File: config.mk
export PLATFORM = sky130hd
export DESIGN_NAME = divider_seq
export DESIGN_NICKNAME = d
export VERILOG_FILES = /design/src/rtl/divider_pkg.sv /design/src/rtl/divider_seq_adder.sv /design/src/rtl/divider_seq.sv
export SDC_FILE = /design/constraint.sdc
export NUM_CORES = 1
export LEC_CHECK = 0
export CAP_MARGIN = 10
export CORE_MARGIN = 4
export CORE_UTILIZATION = 30
export DETAILED_ROUTE_END_ITERATION = 10
export PLACE_DENSITY_LB_ADDON = 0.15
export SETUP_SLACK_MARGIN = 0.15
export SYNTH_ARGS = -nofsm -noshare
export SYNTH_HDL_FRONTEND = slang
export SYNTH_SLANG_ARGS = --single-unit
File: constraint.sdc
create_clock -name clk -period 4.3 [get_ports clk]
set_input_delay 0.86 -clock clk [delete_from_list [all_inputs] [get_ports clk]]
set_output_delay 0.86 -clock clk [all_outputs]
set_load 0.005 [all_outputs]
File: src/rtl/divider_pkg.sv
// divider_pkg: shared types and helpers for the sequential signed divider.
// Holds the controller state encoding and the iteration counter sizing rule.
package divider_pkg;

  // Controller states: wait for operands, iterate, correct signs, present result.
  typedef enum logic [1:0] {
    IDLE = 2'd0,
    CALC = 2'd1,
    FIX  = 2'd2,
    DONE = 2'd3
  } div_state_t;

  // Width of the iteration counter for a given dividend width.
  // A single-bit dividend still needs one counter bit to hold the value 0.
  function automatic int cnt_width(input int width);
    return (width > 1) ? $clog2(width) : 1;
  endfunction

endpackage

File: src/rtl/divider_seq_adder.sv
// divider_seq_adder: the datapath adder building block, reused here as the
// trial subtractor of the divider. The caller supplies an already negated
// operand on b, and the sum is arithmetically scaled down by OUT_SCALE bits.
module divider_seq_adder #(
  parameter int WIDTH     = 17,
  parameter int OUT_SCALE = 0
) (
  input  logic [WIDTH-1:0] a,
  input  logic [WIDTH-1:0] b,
  output logic [WIDTH-1:0] sum
);

  logic signed [WIDTH-1:0] raw_sum;

  // Two's-complement add, then an arithmetic right shift for output scaling.
  always_comb begin
    raw_sum = signed'(a + b);
    sum     = raw_sum >>> OUT_SCALE;
  end

endmodule

File: src/rtl/divider_seq.sv
// divider_seq: iterative signed integer divider with valid/ready handshakes.
// It produces one quotient bit per clock by restoring trial subtraction on
// operand magnitudes, then applies signs in a single correction cycle.
// The quotient truncates toward zero and the remainder follows the dividend's
// sign. A zero divisor yields quotient -1 and remainder = dividend.
// Optional feature macro: DIVIDER_DBZ_FLAG_EN adds the div_by_zero output.
module divider_seq
  import divider_pkg::*;
#(
  parameter int DIVIDEND_WIDTH = 16,
  parameter int DIVISOR_WIDTH  = 16
) (
  input  logic                      clk,
  input  logic                      arst,
  input  logic                      in_valid,
  output logic                      in_ready,
  input  logic [DIVIDEND_WIDTH-1:0] dividend,
  input  logic [DIVISOR_WIDTH-1:0]  divisor,
  output logic                      out_valid,
  input  logic                      out_ready,
  output logic [DIVIDEND_WIDTH-1:0] quotient,
  output logic [DIVISOR_WIDTH-1:0]  remainder
`ifdef DIVIDER_DBZ_FLAG_EN
  ,
  output logic                      div_by_zero
`endif
);

  localparam int W  = DIVIDEND_WIDTH;
  localparam int D  = DIVISOR_WIDTH;
  localparam int CW = cnt_width(W);
  localparam logic [CW-1:0] LAST_CNT = CW'(W - 1);

  // Controller state and the registered handshake outputs.
  div_state_t state;
  div_state_t state_nxt;
  logic       in_ready_nxt;
  logic       out_valid_nxt;

  // Operand-side datapath registers. dvd_shift starts as |dividend| and is
  // shifted left each iteration; quotient bits fill it from the bottom, so
  // after W iterations it holds |quotient|. The partial remainder is one bit
  // wider than the divisor so that |most-negative divisor| is representable.
  logic [W-1:0]  dvd_shift;
  logic [D:0]    part_rem;
  logic [D:0]    neg_dvs_mag;
  logic          neg_quot;
  logic          neg_rem;
  logic          dvs_zero;
  logic [W-1:0]  dvd_raw;
  logic [CW-1:0] cnt;

  // Combinational helpers.
  logic          accept;
  logic          release_out;
  logic [W-1:0]  dvd_mag;
  logic [D:0]    dvs_ext;
  logic [D:0]    dvs_neg_mag_in;
  logic [D:0]    shifted_rem;
  logic [D:0]    trial;
  logic          qbit;
  logic [W-1:0]  quot_fix;
  logic [D-1:0]  rem_mag;
  logic [D-1:0]  rem_fix;

  assign accept      = in_valid && in_ready;
  assign release_out = out_valid && out_ready;

  // Operand conditioning at acceptance: dividend magnitude, and the negated
  // divisor magnitude fed to the adder. A negative divisor is already -|d|,
  // so only a non-negative divisor needs negating.
  always_comb begin
    dvd_mag        = dividend[W-1] ? -dividend : dividend;
    dvs_ext        = {divisor[D-1], divisor};
    dvs_neg_mag_in = divisor[D-1] ? dvs_ext : -dvs_ext;
  end

  // Bring the next dividend bit (MSB first) into the partial remainder.
  always_comb begin
    shifted_rem = {part_rem[D-1:0], dvd_shift[W-1]};
  end

  divider_seq_adder #(
    .WIDTH    (D + 1),
    .OUT_SCALE(0)
  ) u_trial_sub (
    .a  (shifted_rem),
    .b  (neg_dvs_mag),
    .sum(trial)
  );

  // A non-negative trial difference means the divisor fits: quotient bit 1.
  always_comb begin
    qbit = ~trial[D];
  end

  // Sign correction of the final magnitudes.
  always_comb begin
    rem_mag  = part_rem[D-1:0];
    quot_fix = neg_quot ? -dvd_shift : dvd_shift;
    rem_fix  = neg_rem ? -rem_mag : rem_mag;
  end

  // Next-state logic plus next values of the registered handshake outputs.
  always_comb begin
    state_nxt = state;
    case (state)
      IDLE:    if (accept) state_nxt = CALC;
      CALC:    if (cnt == LAST_CNT) state_nxt = FIX;
      FIX:     state_nxt = DONE;
      DONE:    if (release_out) state_nxt = IDLE;
      default: state_nxt = IDLE;
    endcase
    in_ready_nxt  = (state_nxt == IDLE);
    out_valid_nxt = (state == DONE) && (state_nxt == DONE);
  end

  // State register and handshake outputs; all clear on reset.
  always_ff @(posedge clk or posedge arst) begin
    if (arst) begin
      state     <= IDLE;
      in_ready  <= 1'b0;
      out_valid <= 1'b0;
    end else begin
      state     <= state_nxt;
      in_ready  <= in_ready_nxt;
      out_valid <= out_valid_nxt;
    end
  end

  // Iteration datapath: load operands on acceptance, then one restoring
  // division step per CALC cycle.
  always_ff @(posedge clk or posedge arst) begin
    if (arst) begin
      dvd_shift   <= '0;
      part_rem    <= '0;
      neg_dvs_mag <= '0;
      neg_quot    <= 1'b0;
      neg_rem     <= 1'b0;
      dvs_zero    <= 1'b0;
      dvd_raw     <= '0;
      cnt         <= '0;
    end else begin
      if (state == IDLE && accept) begin
        dvd_shift   <= dvd_mag;
        part_rem    <= '0;
        neg_dvs_mag <= dvs_neg_mag_in;
        neg_quot    <= dividend[W-1] ^ divisor[D-1];
        neg_rem     <= dividend[W-1];
        dvs_zero    <= (divisor == '0);
        dvd_raw     <= dividend;
        cnt         <= '0;
      end else if (state == CALC) begin
        part_rem  <= qbit ? trial : shifted_rem;
        dvd_shift <= {dvd_shift[W-2:0], qbit};
        cnt       <= cnt + 1'b1;
      end
    end
  end

  // Result registers, loaded once in FIX and held until the next FIX.
  // A zero divisor overrides the iterated value with -1 / dividend.
  always_ff @(posedge clk or posedge arst) begin
    if (arst) begin
      quotient  <= '0;
      remainder <= '0;
    end else if (state == FIX) begin
      if (dvs_zero) begin
        quotient  <= '1;
        remainder <= D'(signed'(dvd_raw));
      end else begin
        quotient  <= quot_fix;
        remainder <= rem_fix;
      end
    end
  end

`ifdef DIVIDER_DBZ_FLAG_EN
  // Divide-by-zero flag travels with the result and clears when it is taken.
  always_ff @(posedge clk or posedge arst) begin
    if (arst) begin
      div_by_zero <= 1'b0;
    end else if (state == FIX) begin
      div_by_zero <= dvs_zero;
    end else if (release_out) begin
      div_by_zero <= 1'b0;
    end
  end
`endif

endmodule

==> flow_metrics.py <==
metrics = {
    "layout": {
        "syn_to_final_growth_pct": 19.5,
        "drive_gt1_share_pct": 4.83,
        "nets": 861,
        "final_util_pct": 36.6,
        "fill_cells": 2246,
        "multi_input_area_sq_mm": 0.00357,
        "antenna_cells": 0,
        "seq_area_sq_mm": 0.00268,
    },
    "timing": {
        "worst_pin_slew_ns": 0.974,
        "final.setup_skew_ns": 0.00724,
        "rsz0062_at_grt": "no",
        "slew_violations": 0,
        "hold_viol_final": 0,
        "slew_headroom_pct": 34.8,
        "setup_viol_count_final": 0,
        "max_freq_mhz": 339,
        "fin_crit_ns": 2.95,
        "timing.hold.ws_ns": 0.468,
        "fin_setup_tns_ns": 0,
        "fin_crit_sh_pct": 68.5,
    },
    "critical_path": {
        "worstSetupPathType": "register to register",
        "crit_path_end_kind": "register",
        "cp_cell_sequence": "ha_1 > inv_1 > fa_1 > nor2b_1 > o31a_1 > o211a_1 > o21ai_1 > nor2_1 > o311ai_0",
        "slowest_stage": "nor2_1",
        "arrival_ns": 3.15,
        "start_kind": "register",
        "path_max_fanout": 12,
        "critical_path.max_stage_delay_ns": 0.64,
        "required_ns": 4.51,
    },
    "global_route": {
        "grt_pass1_wl_microns": 28800,
        "grt_max_degree": 59,
        "antenna_found_initial": 0,
        "grt_usage_pct": 14.9,
        "first_global_vias": 5274,
        "overflow": 0,
    },
    "run": {
        "maxCapViolations": 0,
    },
    "routing": {
        "finalWirelength_microns": 17600,
        "wl_per_cell_microns": 16.3,
        "drtIter0Drc": 338,
        "vias": 5412,
        "drtPass1Iterations": 4,
        "viasPerCell": 5.00,
        "drc": 0,
        "antenna_left": 0,
    },
    "power": {
        "combPwrFrac_pct": 51.0,
        "vdd_ir_drop_max_mv": 0.241,
        "p_per_area_mw_per_mm2": 745,
        "switchingPower_uw": 2490,
        "internal_power_uw": 3270,
        "p_sw_share_pct": 43.2,
        "p_leak_uw": 0.00325,
        "clockPowerShare_pct": 14.8,
        "pwr-share-seq_pct": 34.2,
    },
    "clock_tree": {
        "ctsHoldBuffers": 0,
        "cts_setup_buffers": 0,
        "clkSlewWorstSetupHoldPaths_ns": 0.08,
        "clockBufferDepth": 2,
        "clk_latency_ns": 0.36,
        "cts_resized": 0,
        "cts_tree": "built",
        "cts_buffers": 9,
        "cts_sinks": 107,
        "cts-htree-levels": 3,
        "clockRootBuffer": "clkbuf_16",
    },
    "floorplan": {
        "io_pins": 70,
        "num_rows": 53,
        "coreArea_sq_mm": 0.0211,
        "start_util_pct": 30.7,
        "dieArea_sq_mm": 0.0240,
        "die_h_microns": 155,
        "fp.dieW_microns": 155,
    },
    "worst_hold_path": {
        "worst_hold_path_type": "register to register",
    },
    "logic_synthesis": {
        "seq_area_frac_synth_pct": 41.4,
        "yosys_warnings": 0,
        "netlist_area_sq_mm": 0.00647,
        "synthDistinctLibCells": 54,
        "synth-edff-count": 0,
        "avgSynthCellArea_sq_um": 8.52,
        "async_flop_share_pct": 100,
        "synth_flop_cell": "dfrtp_1",
        "syn_nets": 817,
        "synthCells": 759,
        "synth-seq-cells": 107,
    },
    "placed_design": {
        "port-buffer-count": 69,
        "place.gp.congestion": 0.811,
        "dpl.hpwl_microns": 13100,
    },
    "outcome": {
        "outcome": "complete, no violations",
    },
}
==> final cells by class <==
cell class                 count  area share, %
clock inverter                 4          0.421
clock buffer                  12           3.45
inverter                      14          0.713
timing repair buffer          79           10.1
multi-input combinational    592           46.2
sequential                   107           34.7
tap                          275           4.45
==> final timing paths <==
check / slack (ns) / cells after the start / from / to
setup / recovery: 1.35 / 9 / dvd_shift[15]$_DFFE_PP0P_ / part_rem[2]$_DFFE_PP0P_
min in group asynchronous: 0.98 / 2 / arst / remainder[9]$_DFFE_PP0N_
max in group asynchronous: 2.59 / 3 / arst / dvd_shift[8]$_DFFE_PP0P_
setup reg to reg: 1.35 / 9 / dvd_shift[15]$_DFFE_PP0P_ / part_rem[2]$_DFFE_PP0P_
hold reg to reg: 0.47 / 2 / quotient[0]$_DFFE_PP0N_ / quotient[0]$_DFFE_PP0N_
hold / removal: 0.47 / 2 / quotient[0]$_DFFE_PP0N_ / quotient[0]$_DFFE_PP0N_
==> power groups by stage <==
stage          Sequential [uW]  Clock [uW]  Combinational (uW)
2_1_floorplan             1820           0                2130
3_3_place_gp              2000           0                2970
3_5_place_dp              2000           0                2960
4_1_cts                   1980         876                2980
5_1_grt                   2050         919                3320
6_report                  1970         850                2940
==> flip-flops by register name (all words and copies together) (netlist names) <==
name / cells
dvd_raw: 15
cnt: 4
in_ready: 1
neg_rem: 1
part_rem: 16
dvs_zero: 1
quotient: 16
dvd_shift: 16
neg_dvs_mag: 17
out_valid: 1
state: 2
remainder: 16
neg_quot: 1
==> critical path: cells and delay by family, from the launching register on <==
family	cells	cell delay [ns]
DFF	1	0.44
buffers and inverters	1	0.06
adders and majority gates	2	0.60
AOI/OAI and AO/OA	4	0.80
and+or+nand+nor	2	0.89
==> placed cells by master (no fill, tap or decap), drive strengths merged, types with 10 or more instances in the layout <==
master and n:
clkdlybuf4s50 69, nand2 142, o31ai 14, clkbuf 12
nor2 56, o21ai 63, nor3 14, xor2 23
buf 10, o211ai 21, nor2b 10, nand3 21
a21oi 48, ha 21, nand4 12, xnor2 41
mux2i 13, dfrtp 107, inv 15
==> synth_stat cells (all sizes together), types with 9 or more instances <==
master    n  area, sq um
xnor2    41          359
mux2i    13          130
o211ai   21          163
clkbuf   37          139
nand4    12         75.1
buf       9         35.0
a21oi    48          240
o21ai    63          315
nor2     56          210
o31ai    14          105
ha       21          263
nand2   142          533
dfrtp   107         2680
nor3     14         75.1
nand3    21          105
inv      14         52.6
nor2b    10         62.6
xor2     23          201
==> metrics by stage <==
stage	instances	cell area (sq um)	worst slack [ns]	total power [uW]
final	1083	7720	1.35	5760
after global routing	1083	7720	1.01	6290
after CTS	1083	7720	1.33	5830
after detailed placement	1067	7430	1.25	4960
after global placement	1067	7430	1.27	4960
after floorplan	759	6470	0.623	3950
==> routing by layer <==
layer,share of wire [%],GRT usage [%],vias to the layer above
li1,-,-,2758
met1,51,21.6,2549
met2,44,22.5,89
met3,3.9,2.38,16
met4,1.6,4.88,0
met5,0,0,-
==> kinds of logic (layout without fill, tap and decap cells) <==
kind of cell	Yosys count	count (layout)	synth area share, %
simple gates	296	296	20.9
compound gates	197	197	19.2
flops	107	107	41.4
xor+xnor	64	64	8.67
buf+inv	60	109	3.50
fa+ha+maj	22	22	4.37
mux	13	13	2.01
No activity file was read; power rests on OpenSTA's default activity.
